**src/rtl/lifo_pkg.sv**
```systemverilog
// Shared definitions for the LIFO stack controller.
//   - Command encodings carried on the op bus.
//   - Pointer FSM state type.
package lifo_pkg;

  localparam logic [1:0] OP_PUSH = 2'b00;
  localparam logic [1:0] OP_POP  = 2'b01;
  localparam logic [1:0] OP_PEEK = 2'b10;
  localparam logic [1:0] OP_CLR  = 2'b11;

  typedef enum logic [1:0] {
    S_EMPTY  = 2'b00,
    S_ACTIVE = 2'b01,
    S_FULL   = 2'b10
  } state_t;

endpackage

```
**src/rtl/lifo_stack_ctrl_if.sv**
```systemverilog
// Command/result bundle between the command decoder and the LIFO controller.
//   master : decoder side  - drives en/op/din, observes results and status
//   slave  : stack side    - consumes en/op/din, drives dout/dout_valid,
//                            count/empty/full, overflow/underflow/err
interface lifo_stack_ctrl_if #(
  parameter int unsigned DATA_W = 8,
  parameter int unsigned DEPTH  = 5
);
  localparam int unsigned CNT_W = $clog2(DEPTH + 1);

  logic              en;
  logic [1:0]        op;
  logic [DATA_W-1:0] din;
  logic [DATA_W-1:0] dout;
  logic              dout_valid;
  logic [CNT_W-1:0]  count;
  logic              empty;
  logic              full;
  logic              overflow;
  logic              underflow;
  logic              err;

  modport master (
    output en, op, din,
    input  dout, dout_valid, count, empty, full, overflow, underflow, err
  );

  modport slave (
    input  en, op, din,
    output dout, dout_valid, count, empty, full, overflow, underflow, err
  );

endinterface

```
**src/rtl/stack_mem.sv**
```systemverilog
// DEPTH x DATA_W register file for the LIFO stack.
//   i_clk      : write clock
//   i_we       : write enable (successful push only)
//   i_wr_addr  : write slot
//   i_wr_data  : word to store
//   i_rd_addr  : combinational read slot (top of stack)
//   o_rd_data  : word at i_rd_addr
// Contents are not reset.
module stack_mem #(
  parameter int unsigned DATA_W = 8,
  parameter int unsigned DEPTH  = 5,
  parameter int unsigned AW     = $clog2(DEPTH)
) (
  input  logic              i_clk,
  input  logic              i_we,
  input  logic [AW-1:0]     i_wr_addr,
  input  logic [DATA_W-1:0] i_wr_data,
  input  logic [AW-1:0]     i_rd_addr,
  output logic [DATA_W-1:0] o_rd_data
);

  logic [DATA_W-1:0] r_mem [DEPTH];

  always_ff @(posedge i_clk) begin
    if (i_we) begin
      r_mem[i_wr_addr] <= i_wr_data;
    end
  end

  assign o_rd_data = r_mem[i_rd_addr];

endmodule

```
**src/rtl/lifo_stack_ctrl.sv**
```systemverilog
// Parametrised LIFO stack controller.
//   clk    : system clock, rising edge
//   rst_n  : synchronous active-low reset
//   bus    : slave side of lifo_stack_ctrl_if
//            en/op/din in; dout/dout_valid, count/empty/full,
//            overflow/underflow pulses and sticky err out.
// One command per cycle; all outputs registered. empty/full decode
// directly from the FSM state, which tracks count.
module lifo_stack_ctrl
  import lifo_pkg::*;
#(
  parameter int unsigned DATA_W = 8,
  parameter int unsigned DEPTH  = 5
) (
  input  logic               clk,
  input  logic               rst_n,
  lifo_stack_ctrl_if.slave   bus
);

  localparam int unsigned    CNT_W    = $clog2(DEPTH + 1);
  localparam int unsigned    AW       = $clog2(DEPTH);
  localparam logic [CNT_W-1:0] LP_DEPTH = CNT_W'(DEPTH);

  state_t            r_state,  w_state_nxt;
  logic [CNT_W-1:0]  r_count,  w_count_nxt;
  logic [DATA_W-1:0] r_dout,   w_dout_nxt;
  logic              r_dv,     w_dv_nxt;
  logic              r_ovf,    w_ovf_nxt;
  logic              r_unf,    w_unf_nxt;
  logic              r_err,    w_err_nxt;

  logic              w_push_ok;
  logic [AW-1:0]     w_wr_addr;
  logic [AW-1:0]     w_rd_addr;
  logic [DATA_W-1:0] w_rd_data;

  assign w_push_ok = bus.en && (bus.op == OP_PUSH) && (r_state != S_FULL);
  // Push never happens at count==DEPTH, so the slot index fits in AW bits.
  assign w_wr_addr = AW'(r_count);
  // Wraps when empty; the read result is only consumed when not empty.
  assign w_rd_addr = AW'(r_count - 1'b1);

  stack_mem #(
    .DATA_W (DATA_W),
    .DEPTH  (DEPTH),
    .AW     (AW)
  ) u_mem (
    .i_clk     (clk),
    .i_we      (w_push_ok),
    .i_wr_addr (w_wr_addr),
    .i_wr_data (bus.din),
    .i_rd_addr (w_rd_addr),
    .o_rd_data (w_rd_data)
  );

  always_ff @(posedge clk) begin
    if (!rst_n) begin
      r_state <= S_EMPTY;
      r_count <= '0;
      r_dout  <= '0;
      r_dv    <= 1'b0;
      r_ovf   <= 1'b0;
      r_unf   <= 1'b0;
      r_err   <= 1'b0;
    end else begin
      r_state <= w_state_nxt;
      r_count <= w_count_nxt;
      r_dout  <= w_dout_nxt;
      r_dv    <= w_dv_nxt;
      r_ovf   <= w_ovf_nxt;
      r_unf   <= w_unf_nxt;
      r_err   <= w_err_nxt;
    end
  end

  always_comb begin
    w_state_nxt = r_state;
    w_count_nxt = r_count;
    w_dout_nxt  = r_dout;
    w_dv_nxt    = 1'b0;
    w_ovf_nxt   = 1'b0;
    w_unf_nxt   = 1'b0;
    w_err_nxt   = r_err;

    if (bus.en) begin
      unique case (bus.op)
        OP_PUSH: begin
          if (r_state == S_FULL) begin
            w_ovf_nxt = 1'b1;
            w_err_nxt = 1'b1;
          end else begin
            w_count_nxt = r_count + 1'b1;
            w_state_nxt = (w_count_nxt == LP_DEPTH) ? S_FULL : S_ACTIVE;
          end
        end
        OP_POP: begin
          if (r_state == S_EMPTY) begin
            w_unf_nxt = 1'b1;
            w_err_nxt = 1'b1;
          end else begin
            w_dout_nxt  = w_rd_data;
            w_dv_nxt    = 1'b1;
            w_count_nxt = r_count - 1'b1;
            w_state_nxt = (w_count_nxt == '0) ? S_EMPTY : S_ACTIVE;
          end
        end
        OP_PEEK: begin
          if (r_state == S_EMPTY) begin
            w_unf_nxt = 1'b1;
            w_err_nxt = 1'b1;
          end else begin
            w_dout_nxt = w_rd_data;
            w_dv_nxt   = 1'b1;
          end
        end
        default: begin
          w_count_nxt = '0;
          w_state_nxt = S_EMPTY;
          w_err_nxt   = 1'b0;
        end
      endcase
    end
  end

  assign bus.dout       = r_dout;
  assign bus.dout_valid = r_dv;
  assign bus.count      = r_count;
  assign bus.empty      = (r_state == S_EMPTY);
  assign bus.full       = (r_state == S_FULL);
  assign bus.overflow   = r_ovf;
  assign bus.underflow  = r_unf;
  assign bus.err        = r_err;

endmodule

```
**src/flat_wrapper.sv**
```systemverilog
// flat-port wrapper written by rule: the top's interface ports become plain ports
module lifo_stack_ctrl_flat import lifo_pkg::*;
#(
  parameter int unsigned DATA_W = 8,
  parameter int unsigned DEPTH  = 5
)
  (clk, rst_n, bus_en, bus_op, bus_din, bus_dout, bus_dout_valid, bus_count, bus_empty, bus_full, bus_overflow, bus_underflow, bus_err);
  lifo_stack_ctrl_if #(.DATA_W(DATA_W), .DEPTH(DEPTH)) bus_i ();
  input  logic clk;
  input  logic rst_n;
  input wire logic [$bits(bus_i.en)-1:0] bus_en;
  input wire logic [$bits(bus_i.op)-1:0] bus_op;
  input wire logic [$bits(bus_i.din)-1:0] bus_din;
  output wire logic [$bits(bus_i.dout)-1:0] bus_dout;
  output wire logic [$bits(bus_i.dout_valid)-1:0] bus_dout_valid;
  output wire logic [$bits(bus_i.count)-1:0] bus_count;
  output wire logic [$bits(bus_i.empty)-1:0] bus_empty;
  output wire logic [$bits(bus_i.full)-1:0] bus_full;
  output wire logic [$bits(bus_i.overflow)-1:0] bus_overflow;
  output wire logic [$bits(bus_i.underflow)-1:0] bus_underflow;
  output wire logic [$bits(bus_i.err)-1:0] bus_err;
  assign bus_i.en = bus_en;
  assign bus_i.op = bus_op;
  assign bus_i.din = bus_din;
  assign bus_dout = bus_i.dout;
  assign bus_dout_valid = bus_i.dout_valid;
  assign bus_count = bus_i.count;
  assign bus_empty = bus_i.empty;
  assign bus_full = bus_i.full;
  assign bus_overflow = bus_i.overflow;
  assign bus_underflow = bus_i.underflow;
  assign bus_err = bus_i.err;
  lifo_stack_ctrl #(.DATA_W(DATA_W), .DEPTH(DEPTH)) u_core (.clk(clk), .rst_n(rst_n), .bus(bus_i));
endmodule
```
**config.mk**
```make
export PLATFORM = sky130hd
export DESIGN_NAME = lifo_stack_ctrl_flat
export DESIGN_NICKNAME = d
export VERILOG_FILES = /design/src/rtl/lifo_pkg.sv /design/src/rtl/lifo_stack_ctrl_if.sv /design/src/rtl/stack_mem.sv /design/src/rtl/lifo_stack_ctrl.sv /design/src/flat_wrapper.sv
export SDC_FILE = /design/constraint.sdc
export NUM_CORES = 1
export LEC_CHECK = 0
export ABC_AREA = 1
export CAP_MARGIN = 20
export CORE_UTILIZATION = 30
export DETAILED_ROUTE_END_ITERATION = 7
export GPL_TIMING_DRIVEN = 0
export MAX_ROUTING_LAYER = met4
export SLEW_MARGIN = 20
export SYNTH_ARGS = -nofsm -noshare
export SYNTH_HDL_FRONTEND = slang
export SYNTH_SLANG_ARGS = --single-unit
```
**constraint.sdc**
```tcl
create_clock -name clk -period 2.75 [get_ports clk]
set_clock_uncertainty 0.15 [all_clocks]
set_input_delay 0.55 -clock clk [delete_from_list [all_inputs] [get_ports clk]]
set_output_delay 0.55 -clock clk [all_outputs]
set_load 0.05 [all_outputs]
```
==> run summary <==
leading cell types by total area after synthesis: sky130_fd_sc_hd__edfxtp_1 (49%), sky130_fd_sc_hd__dfxtp_1 (14%), sky130_fd_sc_hd__nand2_1 (11%)
routability congestion estimate from global placement: 0.833
# fillers: 789
post-synthesis sequential element count: 57
per-instance average area after synthesis: 10.0 sq um
number of global-route vias before repair: 1714
DR iter-0 viols: 86
number of distinct library cells after synthesis: 22
Boundary Pins: 30
commonest cells after routing, fill and taps aside: sky130_fd_sc_hd__nand2_1 (70), sky130_fd_sc_hd__edfxtp_1 (40), sky130_fd_sc_hd__nand3_1 (31)
filler-free cell count of the finished design: 393
critical path arrival: 2.33 ns
Peak Freq: 396 MHz
vias per inst: 4.60
final routed DRC violation total: 0
critical path class: in2reg
Worst IR Drop VDD: 0.380 mV
remaining max-slew budget at the tightest pin: 0.420
hold violation total from the final report: 0
count of yosys warnings during synthesis: 0
drt first pass iters: 4
sum of routed wire length over all layers: 5.42 mm
time the final worst path needs with I/O delays and setup: 2.53 ns
share of the synthesized area in the top cell type: 0.487
Netlist Area Pre-Place: 2470 sq um
Skew-Pair Late Insertion Delay: 0.33 ns
crit-path max FO: 8
Critical Path RT: 2.56 ns
TritonCTS clock tree: done
postcts setup bufs: 0
number of H-tree levels: 3
setup violation total in the final timing report: 0
library cell used as clock root buffer: sky130_fd_sc_hd__clkbuf_8
total inserted antenna cells: 0
count of mapped cells out of synthesis: 246
worst slew pin tran: 0.866 ns
Cell Pwr Density: 688 nW/um^2
Layout Nets: 307
maximum number of buffers from clock root to sink: 2
clock buffers created by TritonCTS: 9
global-route wire length before repair: 8.79 mm
global-route total usage across every layer: 0.144
library cell occupying the most area in the post-synthesis netlist: sky130_fd_sc_hd__edfxtp_1
number of cells upsized or downsized after cts: 0
area of the die: 8590 sq um
antenna violations before repair: 0
max-slew violation total from the final report: 0
share of the yosys chip area belonging to registers: 0.625
clock transition at the registers of the reported paths: 0.06 ns
total number of placement rows: 32
net count after synthesis: 267
Cells after DPL: 377
Hold Crit Class: reg2reg
total placed instance area: 2900 sq um
Initial Utilization: 0.314
Static Leak: 0.00122 uW
total non-filler cell area in the finished layout: 3110 sq um
WL per Instance: 13.8 um
max-cap violations: 0
area occupied by multi-input gates: 787 sq um
sum of overflow across all layers after global routing: 0
RSZ-0062 raised after global routing: no
detailed-route via count: 1807
width of the die: 92.7 um
synthesis-to-finish area growth: 26.1%
quantity of I/O buffers inserted on ports: 29
result of the run: complete, no violations
CP endpoint kind: flip-flop
kind of start point of the critical path: input port
CTS sink cnt: 57
maximum number of pins on one net before global-route repair: 12
area taken by flip-flops and latches: 1540 sq um
hold-fix buffer count after cts: 0
most common cell after layout, fill and taps aside: sky130_fd_sc_hd__nand2_1
count of antenna-violating nets left after detailed routing: 0
placeable core region: 7850 sq um
Die H: 92.7 um
final total power: 2140 uW
share of final-layout standard cells stronger than drive strength 1: 0.110
share of the cycle needed by the critical path after routing: 0.918
placed wire-length estimate after detailed placement: 3.65 mm
## sequential cells by signal, indices dropped and copies added, names as in the netlist
name / flops
u_core.u_mem.r_mem: 40
u_core.bus.underflow: 1
u_core.bus.dout_valid: 1
u_core.bus.err: 1
u_core.bus.overflow: 1
u_core.r_state: 2
u_core.bus.dout: 8
u_core.bus.count: 3
## synthesized netlist by cell type (all sizes together)
cell type and count:
nor2 18, a21oi 20, inv 22, clkbuf 2
ha 8, nor3 4, o21ai 3, edfxtp 40
buf 6, nand4 1, nand3 33, nand2 72
dfxtp 17
## critical path, cell delays in order
cell                              delay (ns)
sky130_fd_sc_hd__clkdlybuf4s50_1        0.45
sky130_fd_sc_hd__inv_1                  0.11
sky130_fd_sc_hd__ha_1                   0.15
sky130_fd_sc_hd__buf_2                  0.18
sky130_fd_sc_hd__nand4_1                0.18
sky130_fd_sc_hd__nor2_1                 0.70
## metrics by stage
step,utilization,hold WS (ns),setup TNS (ns),setup slack (ns)
after CTS,0.397,0.367,0,0.205
after floorplan,-,0.331,0,0.484
after global routing,0.397,0.390,0,0.0545
final,0.397,0.362,0,0.224
after detailed placement,0.370,0.352,-2.07,-0.119
after global placement,0.368,0.347,-9.50,-0.511
## cell families after synthesis
logic type / count (synthesis) / share of synthesized area
compound gates: 23 / 0.0467
buf+inv: 30 / 0.0624
fa+ha+maj: 8 / 0.0406
flops: 57 / 0.625
simple gates: 128 / 0.226
## final timing paths
check                 startpoint                        to  slack [ns]  cells after the start
max reg2reg  u_core.bus.count[0]  u_core.u_mem.r_mem[2][4]        0.56                      5
min reg2reg       u_core.bus.err            u_core.bus.err        0.36                      4
min               u_core.bus.err            u_core.bus.err        0.36                      4
max                    bus_op[0]  u_core.u_mem.r_mem[2][4]        0.22                      6
## layout make-up
type                            count  share of cell area
Buffer                              8              0.0229
Multi-Input combinational cell    159               0.253
Tap cell                          102              0.0410
Clock inverter                      5              0.0257
Clock buffer                       11              0.0422
Sequential cell                    57               0.495
Timing Repair Buffer               29              0.0933
Inverter                           22              0.0265
## layer usage
metal	routed length, um	GRT usage	part of all wire
met1	2330	0.171	0.43
met4	75	0.0436	0.014
met2	2720	0.229	0.50
met5	0	-	0
met3	293	0.0509	0.054
## power breakdown
part / total (uW) / switching (uW) / internal (uW) / leakage (uW)
Clock: 836 / 327 / 509 / 0.000101
Sequential: 958 / 14.2 / 944 / 0.000500
Combinational: 348 / 235 / 113 / 0.000616
Power figures use the tool's default switching activity.
